File: config.mk
export PLATFORM = sky130hd
export DESIGN_NAME = weld_seq_ctrl
export DESIGN_NICKNAME = d
export VERILOG_FILES = /design/src/rtl/weld_seq_ctrl.sv
export SDC_FILE = /design/constraint.sdc
export NUM_CORES = 1
export LEC_CHECK = 0
export BUFFER_PORTS_ARGS = -buffer_cell sky130_fd_sc_hd__buf_2
export CAP_MARGIN = 40
export CORE_UTILIZATION = 30
export CTS_BUF_LIST = sky130_fd_sc_hd__clkbuf_8
export DETAILED_ROUTE_END_ITERATION = 8
export PLACE_DENSITY = 0.56
export SLEW_MARGIN = 40
export SYNTH_ARGS = -nofsm -noshare
export SYNTH_HDL_FRONTEND = slang
export SYNTH_SLANG_ARGS = --single-unit
export TNS_END_PERCENT = 10
File: constraint.sdc
create_clock -name clk -period 2.7 [get_ports clk]
set_clock_uncertainty 0.15 [all_clocks]
set_input_delay 0.54 -clock clk [delete_from_list [all_inputs] [get_ports clk]]
set_output_delay 0.54 -clock clk [all_outputs]
set_load 0.01 [all_outputs]
File: src/rtl/weld_seq_ctrl.sv
// Arc-welding sequence controller: gas pre-purge, arc strike with retries, timed weld,
// gas post-purge, with alarm/abort handling, a latched fault code and a completed-weld counter.
module weld_seq_ctrl #(
    parameter logic [15:0] STRIKE_TIMEOUT = 16'd100,
    parameter logic [1:0]  RETRY_MAX      = 2'd3
) (
    input  logic        clk,
    input  logic        reset_n,
    input  logic        start,
    input  logic        abort,
    input  logic        clear,
    input  logic        alarm,
    input  logic        arc_ok,
    input  logic [15:0] pre_cycles,
    input  logic [15:0] weld_cycles,
    input  logic [15:0] post_cycles,
    output logic        gas_en,
    output logic        arc_en,
    output logic        mon_start,
    output logic        busy,
    output logic        done,
    output logic        fault,
    output logic [1:0]  fault_code,
    output logic [2:0]  state,
    output logic [15:0] weld_count
);
    localparam logic [2:0] S_IDLE      = 3'b000;
    localparam logic [2:0] S_PREPURGE  = 3'b001;
    localparam logic [2:0] S_STRIKE    = 3'b010;
    localparam logic [2:0] S_WELD      = 3'b011;
    localparam logic [2:0] S_POSTPURGE = 3'b100;
    localparam logic [2:0] S_FAULT     = 3'b101;

    logic [2:0]  state_r, next_s;
    logic [15:0] timer_r, timer_nx_s;
    logic [1:0]  retry_r, retry_nx_s;
    logic        aborted_r, aborted_nx_s;
    logic [15:0] weld_len_r, post_len_r;
    logic        latch_s;
    logic [15:0] weld_count_r, weld_count_nx_s;
    logic [1:0]  fault_code_r, code_nx_s;
    logic        count_end_s;
    logic        gas_nx_s, arc_nx_s, busy_nx_s, fault_nx_s, mon_nx_s, done_nx_s;

    function automatic logic [15:0] min_one(input logic [15:0] n);
        return (n == 16'd0) ? 16'd1 : n;
    endfunction

    // The timer holds the remaining cycles of the current timed state, so 1 marks its last cycle
    assign count_end_s = (timer_r <= 16'd1);

    // State register with timer, retry count, abort flag, latched lengths and weld counter
    always_ff @(posedge clk or negedge reset_n) begin
        if (!reset_n) begin
            state_r      <= S_IDLE;
            timer_r      <= 16'd0;
            retry_r      <= 2'd0;
            aborted_r    <= 1'b0;
            weld_len_r   <= 16'd0;
            post_len_r   <= 16'd0;
            weld_count_r <= 16'd0;
            fault_code_r <= 2'b00;
        end else begin
            state_r      <= next_s;
            timer_r      <= timer_nx_s;
            retry_r      <= retry_nx_s;
            aborted_r    <= aborted_nx_s;
            weld_count_r <= weld_count_nx_s;
            fault_code_r <= code_nx_s;
            if (latch_s) begin
                weld_len_r <= weld_cycles;
                post_len_r <= post_cycles;
            end
        end
    end

    // Next-state logic; branch order encodes alarm > abort > arc loss/timeout > count end
    always_comb begin
        next_s          = state_r;
        timer_nx_s      = timer_r - 16'd1;
        retry_nx_s      = retry_r;
        aborted_nx_s    = aborted_r;
        weld_count_nx_s = weld_count_r;
        code_nx_s       = fault_code_r;
        latch_s         = 1'b0;
        case (state_r)
            S_IDLE: begin
                code_nx_s = 2'b00;
                if (start && !alarm) begin
                    next_s       = S_PREPURGE;
                    latch_s      = 1'b1;
                    timer_nx_s   = min_one(pre_cycles);
                    aborted_nx_s = 1'b0;
                end else begin
                    timer_nx_s = 16'd0;
                end
            end
            S_PREPURGE, S_STRIKE, S_WELD: begin
                if (alarm) begin
                    next_s     = S_FAULT;
                    code_nx_s  = 2'b10;
                    timer_nx_s = 16'd0;
                end else if (abort) begin
                    next_s       = S_POSTPURGE;
                    aborted_nx_s = 1'b1;
                    timer_nx_s   = min_one(post_len_r);
                end else if (state_r == S_PREPURGE) begin
                    if (count_end_s) begin
                        next_s     = S_STRIKE;
                        timer_nx_s = min_one(STRIKE_TIMEOUT);
                        retry_nx_s = 2'd0;
                    end else begin
                        next_s = S_PREPURGE;
                    end
                end else if (state_r == S_STRIKE) begin
                    if (arc_ok) begin
                        next_s     = S_WELD;
                        timer_nx_s = min_one(weld_len_r);
                    end else if (count_end_s) begin
                        if (retry_r + 2'd1 == RETRY_MAX) begin
                            next_s     = S_FAULT;
                            code_nx_s  = 2'b01;
                            timer_nx_s = 16'd0;
                        end else begin
                            retry_nx_s = retry_r + 2'd1;
                            timer_nx_s = min_one(STRIKE_TIMEOUT);
                        end
                    end else begin
                        next_s = S_STRIKE;
                    end
                end else begin
                    if (!arc_ok) begin
                        next_s     = S_FAULT;
                        code_nx_s  = 2'b11;
                        timer_nx_s = 16'd0;
                    end else if (count_end_s) begin
                        next_s          = S_POSTPURGE;
                        timer_nx_s      = min_one(post_len_r);
                        weld_count_nx_s = (weld_count_r == 16'hFFFF) ? weld_count_r
                                                                     : weld_count_r + 16'd1;
                    end else begin
                        next_s = S_WELD;
                    end
                end
            end
            S_POSTPURGE: begin
                if (alarm) begin
                    next_s     = S_FAULT;
                    code_nx_s  = 2'b10;
                    timer_nx_s = 16'd0;
                end else if (count_end_s) begin
                    next_s     = S_IDLE;
                    timer_nx_s = 16'd0;
                end else begin
                    next_s = S_POSTPURGE;
                end
            end
            S_FAULT: begin
                timer_nx_s = 16'd0;
                if (clear) begin
                    next_s    = S_IDLE;
                    code_nx_s = 2'b00;
                end else begin
                    next_s = S_FAULT;
                end
            end
            default: begin
                next_s     = S_IDLE;
                timer_nx_s = 16'd0;
                code_nx_s  = 2'b00;
            end
        endcase
    end

    // Output decode from the upcoming state so the registered outputs line up with state
    always_comb begin
        gas_nx_s   = 1'b0;
        arc_nx_s   = 1'b0;
        busy_nx_s  = 1'b0;
        fault_nx_s = 1'b0;
        case (next_s)
            S_PREPURGE, S_POSTPURGE: begin
                gas_nx_s  = 1'b1;
                busy_nx_s = 1'b1;
            end
            S_STRIKE, S_WELD: begin
                gas_nx_s  = 1'b1;
                arc_nx_s  = 1'b1;
                busy_nx_s = 1'b1;
            end
            S_FAULT: begin
                fault_nx_s = 1'b1;
            end
            default: begin
                gas_nx_s = 1'b0;
            end
        endcase
        mon_nx_s  = (state_r == S_STRIKE) && (next_s == S_WELD);
        done_nx_s = (state_r == S_POSTPURGE) && (next_s == S_IDLE) && !aborted_r;
    end

    // Output register
    always_ff @(posedge clk or negedge reset_n) begin
        if (!reset_n) begin
            gas_en    <= 1'b0;
            arc_en    <= 1'b0;
            busy      <= 1'b0;
            fault     <= 1'b0;
            mon_start <= 1'b0;
            done      <= 1'b0;
        end else begin
            gas_en    <= gas_nx_s;
            arc_en    <= arc_nx_s;
            busy      <= busy_nx_s;
            fault     <= fault_nx_s;
            mon_start <= mon_nx_s;
            done      <= done_nx_s;
        end
    end

    assign state      = state_r;
    assign fault_code = fault_code_r;
    assign weld_count = weld_count_r;

endmodule

==> flow_summary.ini, run 1 <==
[global_routing]
grt_max_degree = 46
grt_overflow_total = 0
grt.total_usage = 0.1950
grt_first_pass_wirelength_um = 23920
first_global_vias = 4375
antenna_found_initial = 0

[die]
rows = 44
dieWidth_um = 124.7
start_util = 0.3093
die_area_mm2 = 0.01554
die_h_um = 124.7
core_area_mm2 = 0.01459
io_pins = 82

[logic_synthesis]
synth_cells = 534
synthSimpleGateAreaFrac = 0.2778
syn_nets = 593
synth_area_mm2 = 0.004513
synth_fa_ha_area_frac = 0.01109
synth_edf_count = 0
yosysWarningCount = 0
yosysTopAreaCellShare = 0.4269
netlist_top_cells_area = dfrtp_1, nand2_1, o21ai_0
avgSynthCellArea_um2 = 8.451
synth_mux_area_frac = 0.01192
ys_ff_latch = 77
ys_seq_area_frac = 0.4269
async_flop_share = 1.000
synth-main-ff-cell = dfrtp_1
synth-xor-area-share = 0.05018
yosys.area.top_type = dfrtp_1
synth_top_family_by_area = simple AND/OR/NAND/NOR gates
synthDistinctLibCells = 64
synth_compound_area_frac = 0.1788

[clock_network]
clkSinkCount = 77
clockBufferDepth = 2
path_clk_slew_ps = 90
cts.htree.levels = 3
cts_made_buffers = 9
cts_tree = built
root_buffer = clkbuf_8
clock_latency_ps = 370
post_cts_buffers = 0

[drt]
via_count = 4429
via_per_inst = 5.441
drc = 0
postRouteAntennaNets = 0
wl_per_cell_um = 17.95
drt-total-wl_um = 14610
dr.pass1.iters = 6
drt_iter0_drc = 470

[pwr]
p_leak_nw = 2.619
cellPowerDensity_mw_per_mm2 = 1050
total_power_mw = 5.817
vdd_drop_max_mv = 0.3801

[finish]
final_cell_mix = nand2_1, buf_2, dfrtp_1, nor2_1, o21ai_0
area_growth_pct = 22.76
final_common_cell = nand2_1
fin_cells = 814
diodes = 0
num-nets-final = 684
drive_gt1_frac = 0.2349

[timing]
slew_headroom = 0.6121
worst_slew_pin_slew_ps = 581.8
period_share = 0.9713
rsz0062_at_grt = no
timing.fmax_ghz = 0.3813
hold_viol_final = 0
setup_viol = 0
setup_tns_ps = 0
min_period_ps = 2623
maxSlewViolCount = 0
setup_slack_ps = 77.39

[setup_path]
path_max_fanout = 10
end_kind = flip-flop
critPathLaunchType = flip-flop
cp.required_ps = 2810
worstSetupPathType = flip-flop to flip-flop
cp.arrival_ps = 2740
reg2reg_slack_ps = 80

[placed_design]
place_ws_ps = 105.3
hpwl_um = 10980
dp.cells = 797
place_congestion = 0.9002
io_buffer_count = 81

[outcome]
status = finished, final reports clean

[run]
max-cap-violations = 0

[worst_hold_path]
hp-class = input port to flip-flop
[cells in the mapped netlist (4+ instances only)]
master    number
a31oi_1        9
o211ai_1       8
xnor2_1       16
o221ai_1       5
and3_1         4
nand2b_1       5
a22oi_1        8
o21ai_0       33
nor2_1        33
a21oi_1       20
nand2_1      121
nand3_1       21
a21boi_0       4
dfrtp_1       77
nor3_1        18
or3_1          6
ha_1           4
xor2_1         8
nor4_1        15
o31a_1         4
clkbuf_1      26
nand4_1        4
inv_1         14
[kinds of logic (layout without fill, tap and decap cells)]
group	Yosys count	count (layout)
fa+ha+maj	4	4
flops	77	77
xor+xnor	25	25
compound gates	120	120
mux	5	5
simple gates	256	256
buf+inv	47	143
[critical path, stage by stage (launching register included)]
cell	delay (ps)
dfrtp_1	440
or4_1	570
nor4_4	220
buf_12	170
nand4_4	140
or2_4	310
or3_4	380
xnor2_2	130
[path summary, 6_finish.rpt]
path,cells past startpoint,to,from
max in group asynchronous,3,weld_len_r[13],reset_n
max,7,weld_count[5],timer_r[10]
min,3,weld_len_r[9],weld_cycles[9]
max reg2reg,7,weld_count[5],timer_r[10]
min in group asynchronous,2,timer_r[5],reset_n
min reg2reg,1,done,aborted_r
[registers in the layout, summed over array words and instances, names as in the netlist]
register    flops
fault_code      2
busy            1
retry_r         2
weld_len_r     16
weld_count     16
state           3
aborted_r       1
mon_start       1
post_len_r     16
done            1
arc_en          1
timer_r        16
fault           1
[through the flow]
stage,instance area [um^2],hold WS [ps],util
final,5540,205.3,0.3798
after global routing,5540,204.9,0.3798
after CTS,5538,193.1,0.3796
after detailed placement,5279,294.0,0.3618
after global placement,5279,286.3,0.3618
after floorplan,4513,94.41,-
[report_power, final]
group	switching, mW	total [mW]	internal (mW)
registers	0.460	2.01	1.55
clock network	0.452	1.09	0.639
logic	1.60	2.72	1.12
[routing by layer]
metal / up-vias / share of wire / GRT usage
li1: 2079 / - / -
met1: 2146 / 0.46 / 0.2741
met2: 176 / 0.45 / 0.2974
met3: 28 / 0.068 / 0.03737
met4: 0 / 0.022 / 0.06804
met5: - / 0 / 0
[what timing repair did]
action                     in CTS  in global routing
hold endpoints to repair       29                  0
resized for setup               0                  2
hold buffers                    1                  0
setup endpoints to repair       0                  4
[final cells by class]
cell class / count / area (um^2)
tap: 184 / 230.2
fill: 1507 / 9049
timing repair buffer: 113 / 688.2
inverter: 14 / 52.55
clock buffer: 10 / 137.6
sequential: 77 / 1927
multi-input combinational: 410 / 2394
clock inverter: 6 / 111.4
Power figures use the tool's default switching activity.
==> inputs of run 2 (changes only) <==
CORE_ASPECT_RATIO = 1.4   (was unset)
CORE_UTILIZATION = 52   (was 30)
PLACE_DENSITY = 0.84   (was 0.56)
==> run 2 against run 1 <==
Effect of this change:
- register-to-register slack hardly changed
- clock power is 10% lower
- worst setup slack better by 13 ps
- via count is 2.6% higher
- global-route usage is 13 points higher
- routed wire length is 5.9% lower
- sequential share of layout area is 1.0 points higher
- non-clock buffer count is 4 lower
- total power is 1.9% lower
- core utilization is 27 points higher
- critical endpoint unchanged
- largest cell class unchanged
==> flow_summary.ini, run 2 (same netlist as run 1, synthesis figures left out) <==
[global_routing]
grt_overflow_total = 0
first_global_vias = 4371
grt_max_degree = 45
grt_first_pass_wirelength_um = 21870
grt.total_usage = 0.3222
antenna_found_initial = 0

[finish]
drive_gt1_frac = 0.2348
nFillCells = 737
num-nets-final = 680
utilization = 0.6487
diodes = 0
area_growth_pct = 19.24
final_cell_mix = nand2_1, buf_2, dfrtp_1, nor2_1, o21ai_0
final_common_cell = nand2_1

[timing]
setup_viol = 0
maxSlewViolCount = 0
worst_slew_pin_slew_ps = 659.1
slew_headroom = 0.5590
timing.hold.ws_ps = 204.9
period_share = 0.9666
timing.fmax_ghz = 0.3832
rsz0062_at_grt = no
min_period_ps = 2610
setup_slack_ps = 90.28
hold_viol_final = 0
setup_tns_ps = 0

[run]
max-cap-violations = 0

[placed_design]
io_buffer_count = 81
place_ws_ps = 67.23
place_congestion = 0.9496
hpwl_um = 10400

[die]
core_area_mm2 = 0.008295
io_pins = 82
die_h_um = 112.2
dieWidth_um = 80.74
die_area_mm2 = 0.009061
rows = 39
start_util = 0.5440

[clock_network]
cts.htree.levels = 3
cts_tree = built
post_cts_buffers = 0
clockBufferDepth = 2
path_clk_slew_ps = 90
root_buffer = clkbuf_8
clock_latency_ps = 370
clkSinkCount = 77
cts_made_buffers = 9

[drt]
postRouteAntennaNets = 0
drt_iter0_drc = 591
via_per_inst = 6.239
via_count = 4542
wl_per_cell_um = 18.89
drt-total-wl_um = 13750
drc = 0
dr.pass1.iters = 5

[pwr]
p_leak_nw = 2.576
cellPowerDensity_mw_per_mm2 = 1060
vdd_drop_max_mv = 0.7181

[setup_path]
crit_path_start = timer_r[8]
cp_slowest_stage_delay_ps = 490
cpLargestDelayFamily = simple AND/OR/NAND/NOR gates
path_max_fanout = 10
worstSetupPathType = flip-flop to flip-flop
critPathBufInv = 1
worst_r2r_startpoint = timer_r[8]
cp.required_ps = 2790
critical_path.cell_chain = or3_1 -> nor4_4 -> buf_4 -> nand4_4 -> or2_4 -> or3_4 -> xnor2_2
cp_slowest_cell = or3_1
cp.arrival_ps = 2700
critPathLaunchType = flip-flop
end_kind = flip-flop

[outcome]
status = finished, final reports clean

[worst_hold_path]
hp-class = input port to flip-flop
min-delay-start = post_cycles[2]
[run 2: stage by stage]
| stage | power, mW | std cells | cell area (um^2) |
|---|---|---|---|
| finish | 5.703 | 728 | 5381 |
| detailed placement | 4.614 | 711 | 5134 |
| global route | 6.029 | 728 | 5381 |
| CTS | 5.600 | 728 | 5365 |
| floorplan | 3.677 | 534 | 4513 |
| global placement | 4.560 | 711 | 5134 |
[run 2: metal layers]
metal	wire length, um	GRT usage
met1	5632	0.4135
met2	6668	0.5141
met3	923	0.05203
met4	527	0.1750
met5	0	0
[run 2: layout make-up]
cell class                 instances  area, um^2  share of cell area
sequential                        77        1927              0.3581
timing repair buffer             109       645.6              0.1200
inverter                          14       52.55            0.009765
multi-input combinational        410        2407              0.4473
tap                              102       127.6             0.02372
clock buffer                       9       123.9             0.02302
clock inverter                     7       97.59             0.01814
[run 2: final timing paths]
| path | endpoint | cells after the start | slack (ps) |
|---|---|---|---|
| worst min-delay path | post_len_r[2] | 3 | 200 |
| worst max-delay path | weld_count[5] | 7 | 90 |
| min in group asynchronous | weld_count[7] | 2 | 510 |
| max in group asynchronous | weld_len_r[4] | 3 | 1310 |
| worst min register to register | done | 1 | 300 |
| worst max register to register | weld_count[5] | 7 | 90 |
[run 2: what timing repair did]
action | CTS | global route
hold endpoints to repair | 33 | 0
resized for setup | 0 | 5
hold buffers | 1 | 0
setup endpoints to repair | 0 | 13
[run 2: power by group]
group / switching, mW / internal (mW) / total, mW
clock network: 0.455 / 0.525 / 0.980
registers: 0.466 / 1.55 / 2.01
logic: 1.60 / 1.10 / 2.71
total: 2.53 / 3.18 / 5.70
[run 2: worst register-to-register path, cell delays in order (launching register included)]
cell and delay (ps):
dfrtp_1 420, or3_1 490, nor4_4 240, buf_4 220, nand4_4 160, or2_4 310
or3_4 380, xnor2_2 130
